===== config.mk =====
export PLATFORM = sky130hd
export DESIGN_NAME = cla_add_sched
export DESIGN_NICKNAME = d
export VERILOG_FILES = /design/src/rtl/cla_add_sched.sv
export SDC_FILE = /design/constraint.sdc
export NUM_CORES = 1
export LEC_CHECK = 0
export CORE_AREA = 8 8 114 116
export CTS_CLUSTER_DIAMETER = 80
export DETAILED_ROUTE_END_ITERATION = 10
export DIE_AREA = 0 0 122 124
export GPL_ROUTABILITY_DRIVEN = 0
export PLACE_DENSITY = 0.58
export SKIP_LAST_GASP = 1
export SLEW_MARGIN = 20
export SYNTH_ARGS = -nofsm -noshare
export SYNTH_HDL_FRONTEND = slang
export SYNTH_SLANG_ARGS = --single-unit
export TNS_END_PERCENT = 100

===== constraint.sdc =====
create_clock -name clk -period 2.4 [get_ports clk]
set_input_delay 0.48 -clock clk [delete_from_list [all_inputs] [get_ports clk]]
set_output_delay 0.48 -clock clk [all_outputs]
set_load 0.005 [all_outputs]

===== src/rtl/cla_add_sched.sv =====
// Two-requester adder that time-shares one 4-bit carry-lookahead stage over
// four nibbles, with round-robin arbitration and a valid/ready response port.
module cla_add_sched (
  input  logic        clk,
  input  logic        rst_n,
  input  logic        req0_valid,
  input  logic [15:0] req0_a,
  input  logic [15:0] req0_b,
  output logic        req0_ready,
  input  logic        req1_valid,
  input  logic [15:0] req1_a,
  input  logic [15:0] req1_b,
  output logic        req1_ready,
  output logic        resp_valid,
  input  logic        resp_ready,
  output logic        resp_id,
  output logic [16:0] resp_sum,
  output logic        busy
);

  typedef enum logic [1:0] {IDLE, ADD, DONE} state_t;

  state_t      state, state_nx;
  logic [15:0] op_a, op_b;
  logic [11:0] work;
  logic [1:0]  cnt;
  logic        op_id, carry, last_id;
  logic        grant0, grant1, accept;
  logic [3:0]  nib_s;
  logic        nib_c;

  function automatic logic [4:0] cla4(input logic [3:0] a, input logic [3:0] b,
                                      input logic ci);
    logic [3:0] g, p;
    logic [4:0] c;
    g    = a & b;
    p    = a | b;
    c[0] = ci;
    for (int i = 0; i < 4; i++) c[i+1] = g[i] | (p[i] & c[i]);
    return {c[4], a ^ b ^ c[3:0]};
  endfunction

  // Operands shift right one nibble per ADD cycle, so the stage always sees bits [3:0].
  assign {nib_c, nib_s} = cla4(op_a[3:0], op_b[3:0], carry);

  always_comb begin
    // NOTE: every output of this block gets a default first so no path leaves a latch.
    state_nx = state;
    grant0   = req0_valid && (!req1_valid || last_id);
    grant1   = req1_valid && (!req0_valid || !last_id);
    accept   = (state == IDLE) && (grant0 || grant1);
    case (state)
      IDLE:    if (grant0 || grant1) state_nx = ADD;
      ADD:     if (cnt == 2'd3) state_nx = DONE;
      DONE:    if (resp_ready) state_nx = IDLE;
      default: state_nx = IDLE;
    endcase
  end

  assign req0_ready = rst_n && (state == IDLE) && grant0;
  assign req1_ready = rst_n && (state == IDLE) && grant1;
  assign resp_valid = (state == DONE);
  assign busy       = (state != IDLE);

  // NOTE: sequential state uses non-blocking assignments only; control and
  // visible outputs reset, operand/partial-sum registers do not need to.
  always_ff @(posedge clk) begin
    if (!rst_n) begin
      state    <= IDLE;
      cnt      <= 2'd0;
      carry    <= 1'b0;
      last_id  <= 1'b1;
      op_id    <= 1'b0;
      resp_id  <= 1'b0;
      resp_sum <= 17'd0;
    end else begin
      state <= state_nx;
      if (accept) begin
        op_id   <= grant1;
        last_id <= grant1;
        carry   <= 1'b0;
        cnt     <= 2'd0;
      end else if (state == ADD) begin
        carry <= nib_c;
        cnt   <= cnt + 2'd1;
        if (cnt == 2'd3) begin
          resp_sum <= {nib_c, nib_s, work};
          resp_id  <= op_id;
        end
      end
    end
  end

  always_ff @(posedge clk) begin
    if (accept) begin
      op_a <= grant1 ? req1_a : req0_a;
      op_b <= grant1 ? req1_b : req0_b;
    end else if (state == ADD) begin
      op_a <= {4'd0, op_a[15:4]};
      op_b <= {4'd0, op_b[15:4]};
      work <= {nib_s, work[11:4]};
    end
  end

endmodule

# --- Word-level counts from Yosys, hierarchy flattened ---
# Index checks and enable logic that the tools add are counted.
word_totals:
  register_bits: 69
  output_inout_bits: 22
classes:
  n_addsub: 1
  n_eq_ne: 6
  n_mux: 10
  bitwise: 14
  n_reduce_logical: 19
ops:
  columns: ["operator", "count"]
  rows:
  - ["two-way mux 16 bit", 6]
  - ["XOR 4 bit", 2]
  - ["logical AND 1 bit", 6]
  - ["two-way mux 2 bit", 3]
  - ["case mux 2 bit (3 select lines)", 1]
  - ["AND reduction 3 bit", 2]
  - ["bitwise AND 1 bit", 4]
  - ["bitwise AND 4 bit", 1]
  - ["equality test 2 bit (second input constant)", 2]
  - ["inequality test 2 x 1 -> 1 bit (second input constant)", 2]
  - ["OR 1 bit", 4]
  - ["OR 4 bit", 1]
  - ["nonzero test 2 bit", 2]
  - ["logical NOT 1 bit", 3]
  - ["logical OR 1 bit", 3]
  - ["adder 2 x 1 -> 2 bit (second input constant)", 1]
  - ["equality test 2 x 1 -> 1 bit (second input constant)", 1]
  - ["logical NOT 2 bit", 1]
  - ["inequality test 2 bit (second input constant)", 1]
  - ["inverter 1 bit", 2]
  - ["AND reduction 2 bit", 1]
  - ["OR reduction 2 bit", 1]

# --- Depth between registers and ports, before layout ---
logic_depth:
  word_depth: 9
  mapped_depth: 7
  depth_no_buf: 7

# --- Worst setup path after synthesis ---
# Ideal clock, no wire load.
synth_timing:
  path_type: "register -> register"
  from: "register op_a[0]"
  to: "register work[11], data pin"
  setup_time_ns: 0.251
  arrival_time_ns: 2.059
  required_ns: 2.149
  path_slack_ns: 0.090
  stages_incl_launch_ff: 7
  n_path_buf: 0
  period_less_slack_ns: 2.310
  cell_sequence: "edfxtp_1 inv_1 fa_1 fa_1 fa_1 fa_1 inv_1"
synth_via:
  elab_chain_len: 8
  elab_cells_between_ends: 9
  cone_classes: "9 x bitwise"
synth_rtl:
  columns: ["element", "line", "rtl"]
  rows:
  - ["from (decl)", "24", "logic [15:0] op_a, op_b;"]
  - ["from (signal assigned)", "96", "op_a <= grant1 ? req1_a : req0_a;"]
  - ["from (signal assigned)", "99", "op_a <= {4'd0, op_a[15:4]};"]
  - ["OR 4 bit", "37", "p = a | b;"]
  - ["bitwise AND 1 bit", "39", "for (int i = 0; i < 4; i++) c[i+1] = g[i] | (p[i] & c[i]);"]
  - ["OR 1 bit (*)", "39", null]
  - ["bitwise AND 1 bit (*)", "39", null]
  - ["OR 1 bit (*)", "39", null]
  - ["bitwise AND 1 bit (*)", "39", null]
  - ["OR 1 bit (*)", "39", null]
  - ["XOR 4 bit (*)", "40", "return {c[4], a ^ b ^ c[3:0]};"]
  - ["via nib_s[3]", "29", "logic [3:0] nib_s;"]
  - ["to (signal assigned)", "101", "work <= {nib_s, work[11:4]};"]
  - ["to (decl)", "25", "logic [11:0] work;"]
# The timed path passes the listed nets; every way through them passes the cells marked *.
# A chain may end at the register's enable or synchronous reset.

# --- Worst setup path in the final report ---
# Ends and elaborated chain as after synthesis.

==> metrics.cfg <==
[critical_path]
critPathRequiredTime_ns=2.48
critPathArrivalTime_ns=2.39
crit_fanout=2
worstReg2RegEnd=work[11]
cp-end-kind=register
startpoint=op_a[0]
crit_type=register to register
r2r-start=op_a[0]
r2r_cells=6
crit_end=work[11]
rrSetupSlack_ns=0.09
startpoint_type=register

[floorplan]
start_util_pct=28.3
core-area_mm2=0.0112
die_area_mm2=0.0151
die-width_um=122
die_y_um=124
num_rows=39
ioPinCount=91

[synth]
syn-cell-area_mm2=0.00316
synth_nets=385
yosysUniqueCellTypes=35
ys_warn_count=0
seq_area_frac_synth_pct=57.7
synth.avg_cell_area_um2=10.2
syn_inst=311
synth-seq-cells=69

[clock_tree]
cts.htree.levels=3
clockRootBuffer=clkbuf_16
clkTransAtPathRegs_ns=0.06
hold_buffers=0
postCtsSetupRepairBufs=0
cts_buffers=9
cts_buffer_depth=2
cts_tree=built
clock_latency_ns=0.33
cts.sinks=69

[timing]
fin_tns_setup_ns=0
holdWs_ns=0.446
rsz0062_at_grt=yes
drv_slew=0
skew_ns=0.00894
hold_violations=0
tightestPinTransition_ns=0.576
min_period_over_period_pct=96.2
setup_viol=0
layout_min_cycle_time_ns=2.31
timing.slew.headroom_pct=61.5
max_freq_mhz=433
setup_slack_ns=0.0906

[final_layout]
final_cell_mix=97 x nand2_1, 89 x clkdlybuf4s50_1, 44 x edfxtp_1
final_util_pct=40.3
antenna_cells=0
areaGrowthSynthToFinish_pct=42.6
fin_nets=475
final_layout_size_suffix_gt1_share_pct=8.37
instances_no_fill=549
fillers=1124
final_common_cell=nand2_1

[grt]
antenna_found_initial=0
grt_remaining_overflow=0
grt_pass1_wl_um=13100
grt.total_usage_pct=11.0
grt_max_degree=34
grt_pass1_vias=2760

[placement]
pre_cts_ws_ns=-0.0340
place_inst=533
hpwlAfterDp_um=5760
port-buffer-count=90

[min_path]
hp-class=register to register

[power_and_ir_drop]
leakage_nw=1.74
ir_drop_v=0.000286
p_per_area_mw_per_mm2=712

[run]
drv_cap=0

[drt]
vias=2530
wl_um=8040
wl_per_cell_um=14.7
detail-route-antenna-nets=0
first_pass_iters=4
via_per_inst=4.61
drt-initial-drc-count=152
drc=0

[status]
status=completed

-- cell families (layout without fill, tap and decap cells) --
group           Yosys count  after routing  share of synthesized area, %
compound gates           85             85                          17.3
xor+xnor                  1              1                         0.277
fa+ha+maj                 5              5                          2.93
buf+inv                  36            131                          6.62
flops                    69             69                          57.7
mux                       1              1                         0.317
simple gates            114            114                          14.9
-- layer usage --
metal | track usage (%) | vias to the layer above | routed length (µm)
met1 | 11.9 | 1189 | 3400
met3 | 5.94 | 10 | 838
met5 | 0 | - | 0
met4 | 3.70 | 0 | 92
met2 | 18.0 | 78 | 3710
li1 | - | 1253 | -
-- power breakdown --
| part | internal, W | switching, W | total (W) |
|---|---|---|---|
| Clock | 0.000808 | 0.000505 | 0.00131 |
| Sequential | 0.00142 | 0.0000402 | 0.00146 |
| Combinational | 0.000225 | 0.000213 | 0.000438 |
| Total | 0.00245 | 0.000758 | 0.00321 |
-- registers in the layout, summed over array words and instances (netlist names) --
| register | count |
|---|---|
| resp_sum | 17 |
| op_a | 16 |
| op_b | 16 |
| work | 12 |
| cnt | 2 |
| state | 2 |
| carry | 1 |
| last_id | 1 |
| op_id | 1 |
| resp_id | 1 |
-- critical path, cell delays in order (launching register included) --
cell and delay, ns:
edfxtp_1 0.33, inv_1 0.06, fa_2 0.38, fa_2 0.35, fa_2 0.35, fa_1 0.54
inv_1 0.06
-- layout make-up --
class	count	area [µm²]	share of cell area, %
timing repair buffer	100	1020	22.6
sequential	69	1820	40.4
clock buffer	9	225	5.00
inverter	15	56.3	1.25
tap	143	179	3.97
clock inverter	7	71.3	1.58
multi-input combinational	206	1130	25.2
-- how the worst min path moves through the flow --
stage                        start  endpoint  cells past startpoint  slack, ns
final                      work[8]   work[4]                      0       0.45
after detailed placement   work[9]   work[5]                      0       0.43
after CTS                  work[8]   work[4]                      0       0.45
after global routing       work[9]   work[5]                      0       0.46
after floorplan            work[4]   work[0]                      0       0.43
after global placement    work[10]   work[6]                      0       0.43
-- Yosys cell counts --
cell type | number | area, µm²
nand2_1 | 97 | 364
edfxtp_1 | 44 | 1320
a21oi_1 | 33 | 165
dfxtp_1 | 25 | 500
a31oi_1 | 24 | 150
inv_1 | 15 | 56.3
a21boi_1 | 10 | 75.1
buf_4 | 8 | 60.1
buf_2 | 5 | 25.0
buf_6 | 5 | 56.3
o211a_1 | 5 | 50.1
a21boi_0 | 4 | 30.0
fa_1 | 4 | 80.1
nor2_1 | 4 | 15.0
clkbuf_1 | 3 | 11.3
nor2b_1 | 3 | 18.8
o21ai_0 | 3 | 15.0
and3_1 | 2 | 12.5
a211oi_1 | 1 | 7.51
a21bo_2 | 1 | 10.0
a21boi_4 | 1 | 18.8
and3b_1 | 1 | 8.76
ha_1 | 1 | 12.5
mux2i_1 | 1 | 10.0
nand2_2 | 1 | 6.26
nand2b_1 | 1 | 6.26
nand3b_1 | 1 | 7.51
nor2_2 | 1 | 6.26
nor2_4 | 1 | 11.3
nor3b_1 | 1 | 7.51
o2111a_1 | 1 | 11.3
o21a_1 | 1 | 7.51
o21ai_1 | 1 | 5.00
or2_1 | 1 | 6.26
xnor2_1 | 1 | 8.76
-- repair_timing --
action / 4_1_cts / 5_1_grt
endpoints found under the setup margin: 2 / 3
pin swaps: 0 / 1
gates resized for setup: 1 / 3
-- through the flow --
step	cell area, µm²	power (W)
3_5_place_dp	4200	0.00192
2_1_floorplan	3160	0.00171
4_1_cts	4500	0.00324
3_3_place_gp	4200	0.00191
6_report	4500	0.00321
5_1_grt	4500	0.00336
No activity file was read; power rests on OpenSTA's default activity.
